`config.mk`:
```
export PLATFORM = sky130hd
export DESIGN_NAME = demux1x2_8bits
export DESIGN_NICKNAME = d
export VERILOG_FILES = /design/src/rtl/pcie_link_pkg.sv /design/src/rtl/demux1x2_8bits_lane_fifo.sv /design/src/rtl/demux1x2_8bits.sv
export SDC_FILE = /design/constraint.sdc
export NUM_CORES = 1
export LEC_CHECK = 0
export ABC_AREA = 1
export BUFFER_PORTS_ARGS = -buffer_cell sky130_fd_sc_hd__clkbuf_2
export CORE_MARGIN = 2
export CORE_UTILIZATION = 30
export DETAILED_ROUTE_END_ITERATION = 10
export GPL_TIMING_DRIVEN = 0
export PLACE_DENSITY_LB_ADDON = 0.12
export SLEW_MARGIN = 20
export SYNTH_ARGS = -nofsm -noshare
export SYNTH_HDL_FRONTEND = slang
export SYNTH_SLANG_ARGS = --single-unit
```
`constraint.sdc`:
```
create_clock -name clk -period 3.9 [get_ports clk]
set_input_delay 0.195 -clock clk [delete_from_list [all_inputs] [get_ports clk]]
set_output_delay 0.195 -clock clk [all_outputs]
set_load 0.005 [all_outputs]
```
`src/rtl/pcie_link_pkg.sv`:
```
// Shared constants and types for the 8-bit two-lane link.
package pcie_link_pkg;

  localparam int unsigned LANE_W    = 8;
  localparam int unsigned DEF_DEPTH = 4;
  localparam int unsigned DROP_W    = 8;

  typedef logic [0:0] lane_sel_t;

endpackage

```
`src/rtl/demux1x2_8bits_lane_fifo.sv`:
```
// lane_fifo: one per-lane synchronous FIFO with sticky overflow.
// DEMUX_DROP_CNT_EN adds a saturating count of dropped bytes.
import pcie_link_pkg::*;

module lane_fifo #(
  parameter int unsigned DEPTH = DEF_DEPTH
) (
  input  logic              clk,
  input  logic              reset,
  input  logic              push,
  input  logic [LANE_W-1:0] din,
  input  logic              pop,
  output logic [LANE_W-1:0] dout,
  output logic              valid,
  output logic              full,
  output logic              overflow
`ifdef DEMUX_DROP_CNT_EN
  ,
  output logic [DROP_W-1:0] drop_cnt
`endif
);

  localparam int unsigned AW = (DEPTH > 1) ? $clog2(DEPTH) : 1;
  localparam int unsigned CW = AW + 1;

  logic [LANE_W-1:0] mem [DEPTH];
  logic [AW-1:0]     wr_ptr;
  logic [AW-1:0]     rd_ptr;
  logic [CW-1:0]     count;
  logic              do_pop;
  logic              do_push;
  logic              drop;

  // A full lane still accepts a push when the same cycle frees a slot.
  assign do_pop  = pop && (count != '0);
  assign do_push = push && ((count != CW'(DEPTH)) || do_pop);
  assign drop    = push && !do_push;

  assign valid = (count != '0);
  assign full  = (count == CW'(DEPTH));
  assign dout  = mem[rd_ptr];

  // Storage, pointers, occupancy and sticky overflow.
  always_ff @(posedge clk) begin
    if (reset) begin
      wr_ptr   <= '0;
      rd_ptr   <= '0;
      count    <= '0;
      overflow <= 1'b0;
      for (int i = 0; i < int'(DEPTH); i++) begin
        mem[i] <= '0;
      end
    end else begin
      if (do_push) begin
        mem[wr_ptr] <= din;
        wr_ptr      <= wr_ptr + AW'(1);
      end
      if (do_pop) begin
        rd_ptr <= rd_ptr + AW'(1);
      end
      count <= count + CW'(do_push) - CW'(do_pop);
      if (drop) begin
        overflow <= 1'b1;
      end
    end
  end

`ifdef DEMUX_DROP_CNT_EN
  // Saturating tally of dropped bytes.
  always_ff @(posedge clk) begin
    if (reset) begin
      drop_cnt <= '0;
    end else if (drop && (drop_cnt != '1)) begin
      drop_cnt <= drop_cnt + DROP_W'(1);
    end
  end
`endif

endmodule

```
`src/rtl/demux1x2_8bits.sv`:
```
// demux1x2_8bits: splits the interleaved byte stream into two lane FIFOs
// using a free-running selector that toggles every clock.
// Optional feature macro: DEMUX_DROP_CNT_EN (per-lane drop counters).
import pcie_link_pkg::*;

module demux1x2_8bits #(
  parameter int unsigned DEPTH      = DEF_DEPTH,
  parameter int unsigned START_LANE = 0
) (
  input  logic              clk,
  input  logic              reset,
  input  logic [LANE_W-1:0] data_in,
  input  logic              valid_in,
  input  logic              pop0,
  input  logic              pop1,
  output logic [LANE_W-1:0] data_out0,
  output logic [LANE_W-1:0] data_out1,
  output logic              valid_out0,
  output logic              valid_out1,
  output logic              full0,
  output logic              full1,
  output logic              overflow0,
  output logic              overflow1
`ifdef DEMUX_DROP_CNT_EN
  ,
  output logic [DROP_W-1:0] drop_cnt0,
  output logic [DROP_W-1:0] drop_cnt1
`endif
);

  lane_sel_t selector;
  logic      push0;
  logic      push1;

  // Selector runs free so it stays phase-locked to the transmitter.
  always_ff @(posedge clk) begin
    if (reset) begin
      selector <= lane_sel_t'(START_LANE);
    end else begin
      selector <= ~selector;
    end
  end

  assign push0 = valid_in && (selector == lane_sel_t'(0));
  assign push1 = valid_in && (selector == lane_sel_t'(1));

  lane_fifo #(.DEPTH(DEPTH)) u_lane0 (
    .clk      (clk),
    .reset    (reset),
    .push     (push0),
    .din      (data_in),
    .pop      (pop0),
    .dout     (data_out0),
    .valid    (valid_out0),
    .full     (full0),
    .overflow (overflow0)
`ifdef DEMUX_DROP_CNT_EN
    ,
    .drop_cnt (drop_cnt0)
`endif
  );

  lane_fifo #(.DEPTH(DEPTH)) u_lane1 (
    .clk      (clk),
    .reset    (reset),
    .push     (push1),
    .din      (data_in),
    .pop      (pop1),
    .dout     (data_out1),
    .valid    (valid_out1),
    .full     (full1),
    .overflow (overflow1)
`ifdef DEMUX_DROP_CNT_EN
    ,
    .drop_cnt (drop_cnt1)
`endif
  );

endmodule

```
Word level (Yosys, flattened, before mapping):

Memories as Yosys holds them, arrays and structs flattened. A register that Yosys moved wholly into a read port is not among the register bits.
Index checks and enable logic that the tools add are counted.

* register bits after elaboration: 17
* memories: 2
* logic and storage cells: 58
* RAM bits: 64
* output and inout bits: 22
* input bits: 13

* bitwise gates (word level): 1
* muxes and demuxes: 18
* reduce and logical (&&, ||, !) cells: 16
* $add $sub $neg: 8
* eq/ne operators: 4

Memory list
* u_lane0.mem: depth 4, bits a word 8, rd ports 1, clocked after memory_dff 1, write ports 4, RTL line demux1x2_8bits_lane_fifo.sv:26 `logic [LANE_W-1:0] mem [DEPTH];`
* u_lane1.mem: depth 4, bits a word 8, rd ports 1, clocked after memory_dff 1, write ports 4, RTL line demux1x2_8bits_lane_fifo.sv:26

Operator list (number)
* 2-to-1 mux 8 bit: 2
* OR reduction 8 bit: 2
* 2-to-1 mux 2 bit: 6
* 2-to-1 mux 1 bit: 10
* adder 2 x 1 -> 2 bit, second input constant: 4
* logical AND 1 bit: 8
* adder 3 x 1 -> 3 bit: 2
* == test 3 bit, second input constant: 2
* inequality test 3 bit, second input constant: 2
* nonzero test 3 bit: 2
* subtractor 3 x 1 -> 3 bit: 2
* zero test 1 bit: 2
* logical OR 1 bit: 2
* inverter 1 bit: 1

Logic depth before layout (Yosys ltp):

Gate-level depths: netlist (run 1).

* word-level depth: 9
* mapped depth: 10

Modules after synthesis:

Synthesis (run 1) repeated with hierarchy kept, for this count alone.

* cells, all modules: 380
* area, all modules: 3722.3 um^2

Modules (own cells, without submodules)
* lane_fifo: seq. area each 1161.1 um^2, area an instance 1841.8 um^2, times used 2, cells each 187
* demux1x2_8bits: seq. area each 20.0 um^2, area an instance 38.8 um^2, times used 1, cells each 6

Worst setup path after synthesis (run 1):

Ideal clock, no wire load.

* path kind: reg2reg
* from: register u_lane1.count[0]
* to: register u_lane1.count[2]
* setup time: 0.078 ns
* cell stages (with the launch flop): 11
* arrival: 1.771 ns
* required time: 3.822 ns
* buffers on the path: 0
* setup slack: 2.051 ns
* clock period less this slack: 1.849 ns
* cell sequence: dfxtp_1 > nor2_1 > nand2_1 > nand2_1 > inv_1 > ha_1 > inv_1 > ha_1 > fa_1 > and3_1 > nor3_1

* longest elaborated chain between the ends: 6
* elaborated cells between the ends (all ways): 7

RTL lines
* from (decl): RTL line demux1x2_8bits_lane_fifo.sv:29 `logic [CW-1:0] count;`
* from (signal assigned): RTL line demux1x2_8bits_lane_fifo.sv:61 `count <= count + CW'(do_push) - CW'(do_pop);`
* nonzero test 3 bit (*)
* named net valid_out1: RTL line demux1x2_8bits.sv:19 `output logic valid_out1,`
* logical AND 1 bit (*): RTL line demux1x2_8bits_lane_fifo.sv:35 `assign do_pop = pop && (count != '0);`
* named net u_lane1.do_pop: RTL line demux1x2_8bits_lane_fifo.sv:30 `logic do_pop;`
* logical OR 1 bit: RTL line demux1x2_8bits_lane_fifo.sv:36 `assign do_push = push && ((count != CW'(DEPTH)) || do_pop);`
* logical AND 1 bit: RTL line demux1x2_8bits_lane_fifo.sv:36
* adder 3 x 1 -> 3 bit: RTL line demux1x2_8bits_lane_fifo.sv:61
* subtractor 3 x 1 -> 3 bit (*): RTL line demux1x2_8bits_lane_fifo.sv:61

Mark *: on every way through the listed nets, which the timed path passes. The rest lies on a longest branch.
A chain may end at the register's enable or synchronous reset.

==> flow_summary.json, run 1 <==
{
  "p_leak_nw": 1.85,
  "status": "finished, final reports clean",
  "yosysSeqAreaShare_pct": 62.8,
  "clock-sinks": 85,
  "dr.pass1.iters": 4,
  "r2r_start": "u_lane0.count[1]",
  "ir_worst_vdd_mv": 0.293,
  "cts_tree": "yes",
  "path_max_fanout": 10,
  "powerDensity_nw_per_um2": 587,
  "grt_use_met2_pct": 22.3,
  "endpoint_kind": "register",
  "grt_usage_pct": 14.0,
  "grt_overflow_total": 0,
  "grt_pass1_wl_um": 14000,
  "ff2ff_path_depth": 6,
  "drt-total-wl_um": 8490,
  "fin_cells": 602,
  "grtUsageMet3_pct": 2.62,
  "htreeDepth": 3,
  "area_growth_pct": 18.0,
  "clk_pin_slew_ns": 0.06,
  "required_ns": 3.86,
  "cts_buffers": 9,
  "synth_nets": 402,
  "cts_setup_buffers": 0,
  "min_path_cells": 3,
  "hold_path_end": "u_lane1.mem[3][2]",
  "antenna_left": 0,
  "crit_path_start_kind": "register",
  "grt-busiest-layer": "met2",
  "yosysWarnings": 0,
  "gp_congestion": 0.748,
  "ios": 35,
  "slew_viol_final": 0,
  "grt_pass1_vias": 2850,
  "ys_seq_elements": 85,
  "wl_per_cell_um": 14.1,
  "setup_viol": 0,
  "die_h_um": 115,
  "postCtsResizedCells": 0,
  "dp.cells": 586,
  "hold_path.class": "in -> reg",
  "route.detailed.drc": 0,
  "fin_worst_skew_ns": 0.00745,
  "dieArea_um2": 13300,
  "drt-vias-per-instance": 4.52,
  "antenna_cells": 0,
  "fin_crit_sh_pct": 52.6,
  "rsz0062_at_grt": "no",
  "crit_top_cell": "nor2_1",
  "fmax_ghz": 0.488,
  "initial_utilization_pct": 30.9,
  "ys_types": 26,
  "synth_top_area_share_pct": 51.5,
  "num_rows": 40,
  "vias": 2724,
  "clockBufferDepth": 2,
  "yosys-top-cells-area": "edfxtp_1 52%, dfxtp_1 11%, nor2_1 9.5%",
  "hold_buffers": 0,
  "io_buffers": 34,
  "nNetsFinal": 448,
  "layout_commonest_cell": "nor2_1",
  "max_stage_delay_ns": 0.63,
  "syn_area_per_cell_um2": 9.74,
  "synth_largest_area_cell": "edfxtp_1",
  "final_layout_size_suffix_gt1_share_pct": 14.5,
  "grt_max_degree": 14,
  "holdWs_ns": 0.197,
  "maxCapViolCount": 0,
  "tightest_slew_ns": 0.866,
  "finalHoldViolations": 0,
  "use_met1_pct": 18.0,
  "path_cells": "nor2_1 > nand3_1 > nand4_1 > buf_4 > inv_1 > nor2_1",
  "cpMaxStageDelayCell": "nor2_1",
  "dpl.hpwl_um": 6090,
  "core_area_um2": 12100,
  "antenna_found_initial": 0,
  "drt_iter0_drc": 97,
  "syn_inst": 383,
  "cts-root-buf": "clkbuf_16",
  "min_from": "data_in[2]",
  "die_x_um": 115,
  "relSlewSlack_pct": 41.9,
  "finalCriticalPeriod_ns": 2.05,
  "synth_area_um2": 3730,
  "critical_path_class": "reg -> reg",
  "fin_tns_setup_ns": 0,
  "arrival_ns": 2.01,
  "rrSetupSlack_ns": 1.85,
  "reg2reg_to": "u_lane0.mem[3][4]",
  "mostFrequentLayoutCells": "94 x nor2_1, 64 x edfxtp_1, 57 x inv_1",
  "clock_latency_ns": 0.34
}
layer usage:
metal  vias to the layer above  wire (µm)
met4                         0        276
li1                       1376          -
met2                        43       3880
met1                      1285       4070
met5                         -          0
met3                        20        270
cells in the mapped netlist:
master and instances:
buf_1 1, ha_1 4, nand3_1 4, nor3_1 18, nand4_1 2, a21oi_1 2
o21ai_0 45, nand3_2 2, nor2_4 1, dfxtp_1 21, inv_1 57, buf_4 1
nand2_1 32, clkinv_1 1, o22ai_1 16, and3_1 2, nor2_1 94, buf_2 6
a31oi_1 1, nor2_8 1, clkbuf_1 1, fa_1 2, nand4_2 1, inv_2 2
edfxtp_1 64, nand2_2 2
cell families (layout without fill, tap and decap cells):
logic type | count (synthesis) | count (layout) | synth area share (%)
simple gates | 159 | 159 | 18.4
flops | 85 | 85 | 62.8
buf+inv | 69 | 120 | 7.25
compound gates | 64 | 64 | 9.16
fa+ha+maj | 6 | 6 | 2.42
power by group:
| part | switching, W | total [W] | leakage, nW | internal (W) |
|---|---|---|---|---|
| sequential | 0.0000610 | 0.00114 | 0.835 | 0.00108 |
| clock | 0.000339 | 0.000828 | 0.135 | 0.000489 |
| combinational | 0.000388 | 0.000618 | 0.876 | 0.000230 |
| total | 0.000788 | 0.00258 | 1.85 | 0.00180 |
registers in the layout, summed over array words and instances (netlist names), named ones only:
register,cells
selector,1
u_lane0.count,3
u_lane0.mem,32
u_lane0.overflow,1
u_lane0.rd_ptr,2
u_lane0.wr_ptr,2
u_lane1.count,3
u_lane1.mem,32
u_lane1.overflow,1
u_lane1.rd_ptr,2
u_lane1.wr_ptr,2
worst max path at each step:
stage,from,cells after the start,end
5_1_grt,u_lane0.count[1],6,u_lane0.mem[3][4]
3_3_place_gp,u_lane0.wr_ptr[1],3,u_lane0.mem[2][6]
2_1_floorplan,u_lane1.count[0],10,u_lane1.count[2]
3_5_place_dp,selector,4,u_lane1.mem[0][5]
4_1_cts,selector,4,u_lane1.mem[0][5]
6_report,u_lane0.count[1],6,u_lane0.mem[3][4]
per-stage QoR:
step / area, µm² / utilization (%) / worst slack, ns / total power (W)
6_report: 4400 / 36.5 / 1.85 / 0.00258
5_1_grt: 4400 / 36.5 / 1.64 / 0.00276
4_1_cts: 4400 / 36.5 / 1.68 / 0.00262
3_5_place_dp: 4120 / 34.1 / 1.69 / 0.00179
3_3_place_gp: 4110 / 34.1 / 1.53 / 0.00178
2_1_floorplan: 3730 / - / 2.05 / 0.00154
cell type report:
type                       count  area (µm²)
sequential                    85        2340
tap                          168         210
timing repair buffer          35         178
multi-input combinational    229        1120
fill                        1247        7660
buffer                         9        45.0
clock inverter                 6        53.8
inverter                      60         225
clock buffer                  10         229
worst max-delay path, delay by kind of cell (launching register included):
family,cells,cell delay (ns)
flops,1,0.33
buf+inv,2,0.24
simple gates,4,1.11
Power figures use the tool's default switching activity.
==> inputs of run 2 (changes only) <==
- clock period: 3.9 -> 1.9 ns (I/O delays scaled with it)
==> run 2 against run 1 <==
  * Non-clock buffer count grew 3
  * Worst hold slack worse by 0.10 ns
  * Die area did not move
  * Design area increased by 2.4%
  * Setup slack lost 1.8 ns
  * Largest power group unchanged
==> flow_summary.json, run 2 (synthesis gave the netlist of run 1 again) <==
{
  "antenna_left": 0,
  "finalCriticalPeriod_ns": 1.85,
  "preCtsSetupSlack_ns": -0.315,
  "drt-total-wl_um": 8620,
  "dp.cells": 586,
  "utilization_pct": 37.3,
  "clockBufferDepth": 2,
  "setup_viol": 0,
  "wl_met2_um": 4010,
  "grt_usage_pct": 14.0,
  "fmax_ghz": 0.539,
  "wl_met3_um": 258,
  "crit_buf_inv": 2,
  "cts_tree": "yes",
  "fin_crit_sh_pct": 97.6,
  "antenna_found_initial": 0,
  "die_h_um": 115,
  "top_regs": "u_lane0.mem: 32 flops, u_lane1.mem: 32 flops",
  "cpMaxStageDelayCell": "dfxtp_4",
  "drt-vias-per-instance": 4.56,
  "status": "finished, final reports clean",
  "p_seq_share_pct": 42.9,
  "ir_worst_vdd_mv": 0.653,
  "rrSetupSlack_ns": 0.05,
  "fin_ws_ns": 0.0463,
  "endpoint_kind": "register",
  "grt_pass1_vias": 2858,
  "gp_congestion": 0.748,
  "final_layout_size_suffix_gt1_share_pct": 19.9,
  "wl_per_cell_um": 14.2,
  "layout_commonest_cell": "nor2_1",
  "fin_cells": 605,
  "switchingPower_w": 0.00168,
  "vias": 2760,
  "grt_pass1_wl_um": 14000,
  "stdcell_area_um2": 4500,
  "area_growth_pct": 20.8,
  "nNetsFinal": 451,
  "mostFrequentLayoutCells": "91 x nor2_1, 64 x edfxtp_1, 56 x inv_1",
  "route.detailed.drc": 0,
  "critical_path_class": "reg -> reg",
  "cts-root-buf": "clkbuf_16",
  "drt-met1-wl_um": 4070,
  "io_buffers": 34,
  "grt_overflow_total": 0,
  "clock_latency_ns": 0.34,
  "num_rows": 40,
  "switching_share_pct": 30.6,
  "hold_path.class": "in -> reg",
  "crit_path_start_kind": "register",
  "relSlewSlack_pct": 49.0,
  "clock-sinks": 85,
  "dpl.hpwl_um": 6090,
  "htreeDepth": 3,
  "grt_max_degree": 14,
  "cts_buffers": 9,
  "tightest_slew_ns": 0.760,
  "die_x_um": 115,
  "clkPwrFrac_pct": 30.9,
  "arrival_ns": 2.12,
  "path_cells": "nor2_4 > nand2_2 > nand2_1 > inv_1 > ha_1 > inv_2 > ha_4 > fa_2 > and3_4 > nor3_1",
  "initial_utilization_pct": 30.9,
  "pwr-share-comb_pct": 26.2,
  "intPower_w": 0.00382,
  "powerDensity_nw_per_um2": 1220,
  "dr.pass1.iters": 4,
  "dieArea_um2": 13300,
  "core_area_um2": 12100,
  "drt_iter0_drc": 87,
  "max_stage_delay_ns": 0.36,
  "finalHoldViolations": 0,
  "clk_pin_slew_ns": 0.06,
  "fin_worst_skew_ns": 0.00741,
  "path_max_fanout": 3,
  "crit_family": "adder cells",
  "required_ns": 2.16,
  "p_leak_nw": 1.87,
  "antenna_cells": 0,
  "ios": 35,
  "slew_viol_final": 0,
  "placed_cell_area_um2": 4120,
  "rsz0062_at_grt": "yes",
  "maxCapViolCount": 0,
  "highest_layer": "met4"
}
[run 2: cell count changes in the layout (fill, tap and decap cells not counted), sizes merged]
cell  before  now
buf        9   12
[run 2: final timing paths]
path | from | endpoint | cells past startpoint
worst max-delay path | u_lane1.count[0] | u_lane1.count[2] | 10
worst min register to register | u_lane0.overflow | u_lane0.overflow | 2
worst max register to register | u_lane1.count[0] | u_lane1.count[2] | 10
worst min-delay path | data_in[2] | u_lane1.mem[3][2] | 3
[run 2: layout make-up]
cell class / instances / area [µm²]
Clock buffer: 10 / 229
Timing Repair Buffer: 38 / 200
Buffer: 9 / 45.0
Sequential cell: 85 / 2350
Clock inverter: 6 / 53.8
Inverter: 60 / 225
Tap cell: 168 / 210
Fill cell: 1250 / 7560
Multi-Input combinational cell: 229 / 1190
[run 2: worst reg2reg max path: stages, from the launching register on]
cell     delay [ns]
dfxtp_4        0.36
nor2_4         0.12
nand2_2        0.08
nand2_1        0.06
inv_1          0.05
ha_1           0.28
inv_2          0.04
ha_4           0.15
fa_2           0.36
and3_4         0.18
nor3_1         0.11
[run 2: routing by layer]
layer  GRT usage [%]  vias up
met3            2.56       23
met2            22.3       51
met4            7.79        0
met1            18.0     1307
met5               0        -
li1                -     1379
[run 2: power by group through the flow]
stage / clock network (W) / registers (W) / logic, W
after global placement: 0 / 0.00238 / 0.00127
after CTS: 0.00174 / 0.00234 / 0.00134
after detailed placement: 0 / 0.00238 / 0.00130
after global routing: 0.00181 / 0.00239 / 0.00164
after floorplan: 0 / 0.00233 / 0.000830
final: 0.00170 / 0.00236 / 0.00144
[run 2: timing repair]
action / CTS / global route
pin swaps: 3 / 4
setup endpoints to repair: 35 / 42
hold buffers: 0 / 0
buffers inserted: 1 / 2
gates resized for setup: 9 / 18
gates cloned: 0 / 0
[run 2: through the flow]
step	setup TNS [ns]	total power [W]	hold slack, ns
3_5_place_dp	-6.24	0.00368	0.439
3_3_place_gp	-18.04	0.00365	0.436
4_1_cts	0	0.00542	0.0860
6_report	0	0.00550	0.0966
5_1_grt	-0.166	0.00585	0.106
2_1_floorplan	0	0.00316	0.282
